[src/rtl/soft_int_ctrl.sv]
// Software/hardware interrupt controller. In-flight ECFG/ESTAT CSR writes are overlaid on the
// committed shadows so that a pending interrupt is seen as soon as the write leaves EX.
module soft_int_ctrl #(
    parameter int          STAGES     = 3,
    parameter int          INT_W      = 13,
    parameter logic [13:0] ADDR_ECFG  = 14'h4,
    parameter logic [13:0] ADDR_ESTAT = 14'h5
) (
    input  logic             clk,
    input  logic             resetn,
    input  logic             ex_valid,
    input  logic             ex_csr_we,
    input  logic [13:0]      ex_csr_addr,
    input  logic [31:0]      ex_csr_wdata,
    input  logic [31:0]      ex_csr_wmask,
    input  logic             pipe_adv,
    input  logic             flush,
    input  logic [INT_W-3:0] hw_int,
    input  logic             crmd_ie,
    input  logic             int_take,
    input  logic             ertn_commit,
    output logic             int_req,
    output logic [INT_W-1:0] int_cause,
    output logic [INT_W-1:0] lie_q,
    output logic [1:0]       is_soft_q,
    output logic [1:0]       state
);

    typedef enum logic [1:0] {
        IDLE = 2'd0,
        PEND = 2'd1,
        SERV = 2'd2,
        BAD  = 2'd3
    } state_t;

    typedef struct packed {
        logic             valid;
        logic             ecfg;
        logic [INT_W-1:0] d;
        logic [INT_W-1:0] m;
    } slot_t;

    slot_t            slots [STAGES];
    slot_t            ex_slot;
    logic             ex_is_ecfg;
    logic             ex_is_estat;
    logic [INT_W-1:0] eff_lie;
    logic [1:0]       eff_is;
    logic [INT_W-1:0] vec;
    logic             fire;
    state_t           state_q;
    state_t           state_next;
    logic             cause_load;
    logic             unused_bits;

    assign ex_is_ecfg  = (ex_csr_addr == ADDR_ECFG);
    assign ex_is_estat = (ex_csr_addr == ADDR_ESTAT);
    assign ex_slot     = '{valid: ex_valid & ex_csr_we & (ex_is_ecfg | ex_is_estat),
                           ecfg:  ex_is_ecfg,
                           d:     ex_csr_wdata[INT_W-1:0],
                           m:     ex_csr_wmask[INT_W-1:0]};
    assign unused_bits = ^{ex_csr_wdata[31:INT_W], ex_csr_wmask[31:INT_W]};

    // slot[0] is the youngest in-flight write, slot[STAGES-1] the next to commit.
    always_ff @(posedge clk or negedge resetn) begin
        if (!resetn) begin
            // NOTE: the whole slot array is reset, not just valid, so no X can reach the overlay mux.
            for (int i = 0; i < STAGES; i++) slots[i] <= '0;
        end else if (flush) begin
            for (int i = 0; i < STAGES; i++) slots[i].valid <= 1'b0;
        end else if (pipe_adv) begin
            slots[0] <= ex_slot;
            for (int i = 1; i < STAGES; i++) slots[i] <= slots[i-1];
        end
    end

    always_ff @(posedge clk or negedge resetn) begin
        if (!resetn) begin
            lie_q     <= '0;
            is_soft_q <= '0;
        end else if (pipe_adv && !flush && slots[STAGES-1].valid) begin
            if (slots[STAGES-1].ecfg)
                lie_q <= (lie_q & ~slots[STAGES-1].m) | (slots[STAGES-1].d & slots[STAGES-1].m);
            else
                is_soft_q <= (is_soft_q & ~slots[STAGES-1].m[1:0])
                           | (slots[STAGES-1].d[1:0] & slots[STAGES-1].m[1:0]);
        end
    end

    // Overlay oldest first so the youngest write wins on every masked bit.
    always_comb begin
        // NOTE: blocking assignments here are intentional; each overlay step reads the previous one.
        eff_lie = lie_q;
        eff_is  = is_soft_q;
        for (int i = STAGES - 1; i >= 0; i--) begin
            if (slots[i].valid) begin
                if (slots[i].ecfg) eff_lie = (eff_lie & ~slots[i].m) | (slots[i].d & slots[i].m);
                else               eff_is  = (eff_is & ~slots[i].m[1:0]) | (slots[i].d[1:0] & slots[i].m[1:0]);
            end
        end
        if (ex_slot.valid) begin
            if (ex_slot.ecfg) eff_lie = (eff_lie & ~ex_slot.m) | (ex_slot.d & ex_slot.m);
            else              eff_is  = (eff_is & ~ex_slot.m[1:0]) | (ex_slot.d[1:0] & ex_slot.m[1:0]);
        end
    end

    assign vec  = {hw_int, eff_is} & eff_lie;
    assign fire = (|vec) & crmd_ie;

    always_comb begin
        // NOTE: defaults first so no path through the case infers a latch.
        state_next = state_q;
        cause_load = 1'b0;
        case (state_q)
            IDLE: begin
                if (fire) begin
                    state_next = PEND;
                    cause_load = 1'b1;
                end
            end
            PEND: begin
                cause_load = 1'b1;
                if (int_take)   state_next = SERV;
                else if (!fire) state_next = IDLE;
            end
            SERV: begin
                if (ertn_commit) state_next = IDLE;
            end
            default: state_next = IDLE;
        endcase
    end

    always_ff @(posedge clk or negedge resetn) begin
        if (!resetn) begin
            state_q   <= IDLE;
            int_req   <= 1'b0;
            int_cause <= '0;
        end else begin
            state_q <= state_next;
            int_req <= (state_next == PEND);
            if (cause_load) int_cause <= vec;
        end
    end

    assign state = state_q;

endmodule
[config.mk]
export PLATFORM = sky130hd
export DESIGN_NAME = soft_int_ctrl
export DESIGN_NICKNAME = d
export VERILOG_FILES = /design/src/rtl/soft_int_ctrl.sv
export SDC_FILE = /design/constraint.sdc
export NUM_CORES = 1
export LEC_CHECK = 0
export CAP_MARGIN = 20
export CORE_ASPECT_RATIO = 0.8
export CORE_MARGIN = 8
export CORE_UTILIZATION = 46
export DETAILED_ROUTE_END_ITERATION = 6
export PLACE_DENSITY = 0.77
export SKIP_LAST_GASP = 1
export SLEW_MARGIN = 5
export SYNTH_ARGS = -nofsm -noshare
export SYNTH_HDL_FRONTEND = slang
export SYNTH_SLANG_ARGS = --single-unit
[constraint.sdc]
create_clock -name clk -period 2.4 [get_ports clk]
set_input_delay 0.6 -clock clk [delete_from_list [all_inputs] [get_ports clk]]
set_output_delay 0.6 -clock clk [all_outputs]
set_load 0.01 [all_outputs]
==> flow_summary.json <==
{
  "outcome": "complete, but fails checks",
  "violations": "setup timing",
  "antenna_found_initial": 0,
  "skew_ns": 0.008572,
  "overflow": 0,
  "finalPower_uw": 5375,
  "synth_ff_type": "dfrtp_1",
  "hpwl_mm": 12.44,
  "grt_pass1_vias": 5857,
  "syn-cell-area_mm2": 0.005818,
  "critPathKind": "input port to flip-flop",
  "worst_pin_slew_ns": 0.9176,
  "rsz0062_at_grt": "true",
  "fin_ws_ns": -0.3180,
  "drv_slew": 0,
  "viasPerCell": 5.764,
  "h-tree-depth": 4,
  "hold_viol": 0,
  "cp_slowest_stage_delay_ns": 0.52,
  "vdd_ir_drop_max_uv": 614.0,
  "fin_crit_ns": 2.718,
  "start_util_pct": 47.49,
  "drc": 0,
  "maxSlewHeadroom_pct": 38.60,
  "syn_inst": 660,
  "switching_share_pct": 25.29,
  "drt-initial-drc-count": 475,
  "p_int_uw": 4015,
  "crit_buf_inv": 5,
  "yosysUniqueCellTypes": 48,
  "die_h_um": 116.6,
  "area_growth_pct": 40.69,
  "async_reset_ff_share_pct": 100.0,
  "avgRoutedWirePerCell_um": 18.24,
  "chipWidth_um": 141.7,
  "synth.largest_area_cell": "dfrtp_1",
  "synth-edff-count": 0,
  "grt_max_degree": 74,
  "drtPass1Iterations": 7,
  "p_clk_share_pct": 46.5,
  "cp-end-kind": "flip-flop",
  "seq_area_frac_synth_pct": 49.46,
  "pin_count": 129,
  "yosys-top-cells-count": "nand2_1 (236), dfrtp_1 (115), nand3_1 (30)",
  "synth_top_area_share_pct": 49.46,
  "yosysWarningCount": 0,
  "syn-num-nets": 758,
  "pre_cts_ws_ns": -0.8807,
  "timing.fmax_mhz": 367.9,
  "pwr-share-seq_pct": 43.5,
  "drive_above_1_share_pct": 20.56,
  "placed_cells_incl_taps": 957,
  "p_leak_uw": 0.003869,
  "numPortBuffers": 90,
  "grt_pass1_wl_mm": 29.10,
  "cts_root_buffer": "clkbuf_16",
  "cp_max_fo": 7,
  "startpoint_type": "input port",
  "diodes": 0,
  "whs_ns": 0.1907,
  "power.density_mw_per_mm2": 656.7,
  "cpLargestDelayFamily": "simple AND/OR/NAND/NOR gates",
  "nets": 912,
  "clock_path_buffers": 2,
  "slowest_stage": "or4_4",
  "postRouteAntennaNets": 0,
  "synth_most_common_cell": "nand2_1",
  "clk_pin_slew_worst_paths_ns": 0.06,
  "core_mm2": 0.01225,
  "setup_viol": 15,
  "vias": 5752,
  "grt_util_all_layers_pct": 22.27,
  "die_area_mm2": 0.01652,
  "clock_latency_ns": 0.41,
  "worstPathArrival_ns": 3.06,
  "final_util_pct": 66.81,
  "crit_chain": "buf_2, nor4bb_2, nand4_1, buf_6, buf_6, buf_4, o41ai_2, a21oi_1, or4_4, nor4_4, buf_4, nand4b_1, nand3_1",
  "drv_cap": 0,
  "hold_class": "input port to async pin",
  "ys_seq_elements": 115,
  "cts_sinks": 115,
  "avgSynthCellArea_um2": 8.815,
  "place_congestion": 0.8571,
  "cts_tree": "done",
  "combPwrFrac_pct": 10.0,
  "p_switching_uw": 1360,
  "finalCritPeriodShare_pct": 113.3,
  "cp.required_ns": 2.75,
  "ys_top_cells_by_area": "dfrtp_1 (49%), nand2_1 (15%), mux2_2 (2.9%), nand3_1 (2.6%), o21ai_0 (2.2%)",
  "finalNonFillerCells": 998,
  "drt_wl_total_mm": 18.20,
  "std_cell_rows": 36,
  "cts_buffers": 17
}
[stage by stage]
step           TNS, ns  area [µm²]
2_1_floorplan   -3.503        5881
3_3_place_gp    -11.70        7431
3_5_place_dp    -12.44        7431
4_1_cts         -4.017        8113
5_1_grt         -5.655        8185
6_report        -4.106        8185
[sequential cells by signal, summed over array words and instances, names as in the netlist]
signal / flops
int_req: 1
is_soft_q: 2
lie_q: 13
int_cause: 13
state: 2
slots: 84
[power groups by stage]
| stage | Combinational, µW | Clock [µW] | Sequential (µW) |
|---|---|---|---|
| floorplan | 253 | 0 | 2310 |
| global placement | 503 | 0 | 2340 |
| detailed placement | 528 | 0 | 2360 |
| CTS | 531 | 2510 | 2330 |
| global route | 607 | 2610 | 2360 |
| finish | 539 | 2500 | 2340 |
[layer usage]
metal	global-route usage, %	up-vias	share of wire (%)
li1	-	2619	-
met1	24.80	2847	39
met2	39.52	251	51
met3	6.904	35	8.0
met4	8.637	0	2.1
met5	0	-	0
[kinds of logic after synthesis]
family | synth area share, %
simple gates | 29.03
flops | 49.46
compound gates | 13.63
buf+inv | 4.107
mux | 3.763
[layout make-up]
class / count / area (µm²)
clock inverter: 10 / 105.1
timing repair buffer: 176 / 1579
sequential: 115 / 2878
tap: 171 / 214.0
inverter: 17 / 63.81
fill: 960 / 4066
multi-input combinational: 487 / 2861
clock buffer: 22 / 484.2
[worst register-to-register path: cells and delay by family, from the launching register on]
kind / cells / cell delay (ns)
and+or+nand+nor: 5 / 1.19
AOI/OAI and AO/OA: 3 / 0.65
buffers and inverters: 2 / 0.40
DFF: 1 / 0.37
[cell usage in the layout, fill, tap and decap left out, types with 3 or more instances in the layout]
cell type	instances
clkdlybuf4s50_1	74
a21oi_1	17
nand3_1	30
o22ai_1	8
mux2_2	15
a32oi_1	10
clkdlybuf4s15_1	4
clkinv_2	6
nand2b_1	4
and4_1	14
o21a_1	11
a211o_1	3
o41ai_2	5
nand4_1	8
clkbuf_8	4
nor2_1	8
nor4_4	3
mux2i_1	5
nand2_1	236
a211oi_1	3
a21oi_2	5
o21ai_0	25
and3_1	9
a221o_1	7
nand4b_1	11
clkbuf_16	17
dfrtp_1	115
nand3b_1	7
nor3b_1	3
nor2b_1	5
a31oi_1	3
o41ai_4	3
a221oi_1	7
inv_1	16
buf_4	78
buf_2	7
buf_6	9
[repair_timing]
| action | 4_1_cts | 5_1_grt |
|---|---|---|
| buffers inserted | 5 | 5 |
| resized for setup | 60 | 14 |
| hold buffers | 0 | 0 |
| cloned | 2 | 0 |
| pin swaps | 30 | 14 |
| endpoints found under the setup margin | 15 | 15 |
[path summary, 6_finish.rpt]
path	startpoint	end	slack, ns	cells after the start
worst max-delay path	ex_csr_addr[13]	int_cause[11]	-0.32	13
worst min-delay path	resetn	lie_q[8]	0.19	1
worst max register to register	slots[26]	int_cause[11]	-0.27	10
worst min register to register	slots[79]	slots[51]	0.49	2
max in group asynchronous	resetn	slots[30]	1.55	2
min in group clk	slots[79]	slots[51]	0.49	2
Power figures use the tool's default switching activity.
